`src/rtl/or_reduce_pipe.sv`:
```
// Pipelined WIDTH-bit reduction (OR/AND/XOR/NOR) built as a registered binary tree,
// one tree level per stage, with valid/ready backpressure and a sticky "result was 1" flag.
module or_reduce_pipe #(
  parameter int unsigned WIDTH = 16
) (
  input  logic             clk,
  input  logic             rst_n,
  input  logic             in_valid_i,
  output logic             in_ready_o,
  input  logic [WIDTH-1:0] in_data_i,
  input  logic [1:0]       in_op_i,
  output logic             out_valid_o,
  input  logic             out_ready_i,
  output logic             out_bit_o,
  output logic [1:0]       out_op_o,
  input  logic             sticky_clr_i,
  output logic             sticky_o
);

  localparam int unsigned LEVELS = (WIDTH <= 1) ? 1 : $clog2(WIDTH);
  localparam int unsigned PAD    = 1 << LEVELS;

  localparam logic [1:0] OpOr  = 2'b00;
  localparam logic [1:0] OpAnd = 2'b01;
  localparam logic [1:0] OpXor = 2'b10;

  function automatic logic combine(input logic [1:0] op, input logic a, input logic b);
    case (op)
      OpAnd:   return a & b;
      OpXor:   return a ^ b;
      default: return a | b;  // OR, and the OR core of NOR
    endcase
  endfunction

  logic [LEVELS-1:0] valid_q, valid_d;
  logic [1:0]        op_q [LEVELS];
  logic [1:0]        op_d [LEVELS];
  // Heap-ordered tree nodes: node 0 is the root, node i has children 2i+1 and 2i+2.
  logic [PAD-2:0]    tree_q, tree_d;
  logic [PAD-1:0]    leaf;
  logic [1:0]        eff_op;
  logic [1:0]        root_op;
  logic              stall, accept, transfer;
  logic              sticky_q, sticky_d;

  assign out_valid_o = valid_q[LEVELS-1];
  assign out_bit_o   = tree_q[0];
  assign out_op_o    = op_q[LEVELS-1];
  assign sticky_o    = sticky_q;

  assign stall      = out_valid_o & ~out_ready_i;
  assign in_ready_o = rst_n & ~stall;
  assign accept     = in_valid_i & in_ready_o;
  assign transfer   = out_valid_o & out_ready_i;

  // Idle inputs are forced to a known word so X never enters the tree.
  assign eff_op = in_valid_i ? in_op_i : OpOr;

  always_comb begin
    leaf = {PAD{eff_op == OpAnd}};
    if (in_valid_i) begin
      leaf[WIDTH-1:0] = in_data_i;
    end
  end

  if (LEVELS == 1) begin : g_root_single
    assign root_op = eff_op;
  end else begin : g_root_multi
    assign root_op = op_q[LEVELS-2];
  end

  always_comb begin
    tree_d = tree_q;
    for (int i = PAD / 2 - 1; i < PAD - 1; i++) begin
      tree_d[i] = combine(eff_op, leaf[2 * i + 2 - PAD], leaf[2 * i + 3 - PAD]);
    end
    // Upper levels take the op that travelled with their source stage.
    for (int i = 0; i < PAD / 2 - 1; i++) begin
      tree_d[i] = combine(op_q[LEVELS - 1 - $clog2(i + 2)], tree_q[2 * i + 1], tree_q[2 * i + 2]);
    end
    if (root_op == 2'b11) begin
      tree_d[0] = ~tree_d[0];
    end
  end

  always_comb begin
    valid_d[0] = accept;
    op_d[0]    = eff_op;
    for (int s = 1; s < LEVELS; s++) begin
      valid_d[s] = valid_q[s-1];
      op_d[s]    = op_q[s-1];
    end
  end

  // Set wins over clear: it reflects the newer result.
  assign sticky_d = (sticky_clr_i ? 1'b0 : sticky_q) | (transfer & out_bit_o);

  always_ff @(posedge clk or negedge rst_n) begin
    if (!rst_n) begin
      valid_q  <= '0;
      tree_q   <= '0;
      op_q     <= '{default: 2'b00};
      sticky_q <= 1'b0;
    end else begin
      if (!stall) begin
        valid_q <= valid_d;
        tree_q  <= tree_d;
        op_q    <= op_d;
      end
      sticky_q <= sticky_d;
    end
  end

endmodule

```
`config.mk`:
```
export PLATFORM = sky130hd
export DESIGN_NAME = or_reduce_pipe
export DESIGN_NICKNAME = d
export VERILOG_FILES = /design/src/rtl/or_reduce_pipe.sv
export SDC_FILE = /design/constraint.sdc
export NUM_CORES = 1
export LEC_CHECK = 0
export BUFFER_PORTS_ARGS = -buffer_cell sky130_fd_sc_hd__buf_2
export CAP_MARGIN = 0
export CORE_ASPECT_RATIO = 2
export CORE_MARGIN = 1
export CORE_UTILIZATION = 35
export CTS_CLUSTER_SIZE = 30
export DETAILED_ROUTE_END_ITERATION = 16
export PLACE_DENSITY = 0.6
export SYNTH_ARGS = -nofsm -noshare
export SYNTH_HDL_FRONTEND = slang
export SYNTH_SLANG_ARGS = --single-unit
```
`constraint.sdc`:
```
create_clock -name clk -period 4.3 [get_ports clk]
set_clock_uncertainty 0.05 [all_clocks]
set_input_delay 0.645 -clock clk [delete_from_list [all_inputs] [get_ports clk]]
set_output_delay 0.645 -clock clk [all_outputs]
set_load 0.01 [all_outputs]
```
==> out/results.tsv <==
metric	value	unit
status	completed	
flops & latches, synth	28	
R2R setup slack	2.73	ns
Initial Utilization	0.368	
Tcrit/Tclk final	0.542	
CP dominant cell by count	ha_1	
pwr/cell area	481	mW/mm^2
clock buffer depth	2	
Detailed Route Iter0 Violations	32	
Inserted Clock Buffers	3	
Hold WS	0.338	ns
area grow syn2layout	11.6	%
CP delay by family, top	adder cells	
Synth top area share	0.348	
measured slew at the worst slew-check pin	0.659	ns
Final HPWL DP	2850	microns
synth unique cells	20	
hold bufs inserted after CTS	0	
gpl congestion	0.692	
Max-Cap Viols	0	
CP max FO	19	
initial antenna violation count	0	
core area	0.00547	sq mm
Worst setup SP type	primary input	
clock slew at reported path FFs	0.10	ns
gr ovfl total	0	
Synth Warn #	0	
share of layout cells above drive strength 1	0.156	
endpoint class of the critical path	flop	
Final Hold Fails	0	
Final #Nets	300	
CTS HTree Levels	1	
Die Y	109	microns
Total Wirelength	3730	microns
min Tclk post-route	2.33	ns
clk sinks	28	
setup_tns	0	ns
Final setup violation count	0	
Syn Inst Count	215	
detailed-route DRC error count	0	
Buf/Inv on CP	1	
slowest CP cell	ha_1	
CTS tree	yes	
ranking of synthesized cells by area	dfrtp_1 35%, ha_1 24%, inv_1 7.1%	
cells along the critical path	buf_2 -> nand2_1 -> ha_1 -> mux2_2 -> ha_1 -> a221oi_1 -> a211o_1 -> o21ai_0	
syn_nets	277	
commonest non-fill, non-tap cells in the layout	39 x ha_1, 38 x inv_1, 28 x buf_2, 28 x dfrtp_1, 18 x nand2_1	
Top Ports	29	
vias in the first global route	1554	
synthesized area	0.00201	sq mm
largest net degree at the start of global routing	34	
Post-DRT Antenna Nets	0	
via count	1513	
syn_area_per_cell	9.35	sq um
CTS resizes	0	
min-delay worst type	primary input to asynchronous set/reset pin	
cell taking the most area after synthesis	dfrtp_1	
Post-CTS Setup Repair Bufs	0	
GRT Util Overall	0.130	
first drt pass iteration count	4	
Arr. time, crit path	2.44	ns
Largest stage delay, worst path	0.34	ns
peak supply drop	0.281	mV
WS Path Type	primary input to flop	
WP data required	4.41	ns
vias per std cell	5.09	
PortBufs	28	
worst reg2reg startpoint	root_op[0]	
slew margin rel.	0.561	
reg2reg end	tree_q[0]	
Die W	55.6	microns
first-pass GRT wire length	6330	microns
most common cell after layout, fill and taps aside	ha_1	
clk root buf	clkbuf_8	
RSZ-0062 raised after global routing	false	
Seq/Total Area, Yosys	0.348	
leak pwr	1.20	nW
n_diodes	0	
worst skew pair latency	0.27	ns
Max Freq	429	MHz
r2r worst-path depth	5	
Die ar.	0.00607	sq mm
# rows	38	
Slew Limit Fails	0	
WL/cell	12.6	microns
==> power breakdown <==
part | internal (mW) | switching, mW
Sequential | 0.363 | 0.0602
Clock | 0.125 | 0.0835
Combinational | 0.199 | 0.249
Total | 0.687 | 0.393
==> metal layers <==
layer	routed length, microns	part of all wire	track usage	vias up
met4	80	0.021	0.0571	0
met2	2130	0.57	0.272	24
met3	67	0.018	0.0142	7
li1	-	-	-	764
met1	1450	0.39	0.121	718
met5	0	0	0	-
==> cells in the mapped netlist (all sizes together) <==
master,instances
a211o,14
nand3,2
nand2b,2
mux2,1
nand2,18
inv,39
a31oi,1
buf,6
a221oi,15
clkbuf,6
nor2,1
or3,1
o21ai,24
dfrtp,28
nor2b,1
and2,17
ha,39
==> worst max path at each step <==
stage	startpoint	endpoint	slack, ns	cells past startpoint
after global placement	in_valid_i	tree_q[14]	1.72	8
after floorplan	in_valid_i	tree_q[14]	1.90	10
final	in_valid_i	tree_q[14]	1.97	8
after CTS	in_valid_i	tree_q[14]	1.98	8
after global routing	in_valid_i	tree_q[14]	1.85	8
after detailed placement	in_valid_i	tree_q[14]	1.69	8
==> sequential cells by signal (all words and copies together) (netlist names) <==
signal,count
tree_q,15
op_d,4
valid_q,4
out_op_o,2
root_op,2
sticky_o,1
==> worst register-to-register path, cell delays in order (launching register included) <==
cell and delay (ns):
dfrtp_1 0.41, inv_1 0.08, ha_1 0.30, and2_1 0.16
or3_1 0.31, a31oi_1 0.18
==> kinds of logic (layout without fill, tap and decap cells) <==
logic type / Yosys count / in the layout / synth area share
buf+inv: 51 / 73 / 0.108
flops: 28 / 28 / 0.348
fa+ha+maj: 39 / 39 / 0.243
mux: 1 / 1 / 0.00560
compound gates: 54 / 54 / 0.189
simple gates: 42 / 42 / 0.106
==> cell type report <==
class	instances	area, sq um
fillers	567	3220
multi-input cells	136	1090
flip-flops and latches	28	701
repair buffers	30	155
inverters	39	146
well taps	60	75.1
clock buffers	3	41.3
clock inverters	1	30.0
==> stage by stage <==
stage               utilization  power (mW)  setup slack [ns]  area [sq um]  instances
CTS                       0.410        1.10              1.98          2240        297
global placement          0.397       0.875              1.72          2170        293
global route              0.410        1.19              1.85          2240        297
detailed placement        0.397       0.882              1.69          2170        293
floorplan                     -       0.755              1.90          2010        215
finish                    0.410        1.08              1.97          2240        297
(Power assumes the default switching activity.)
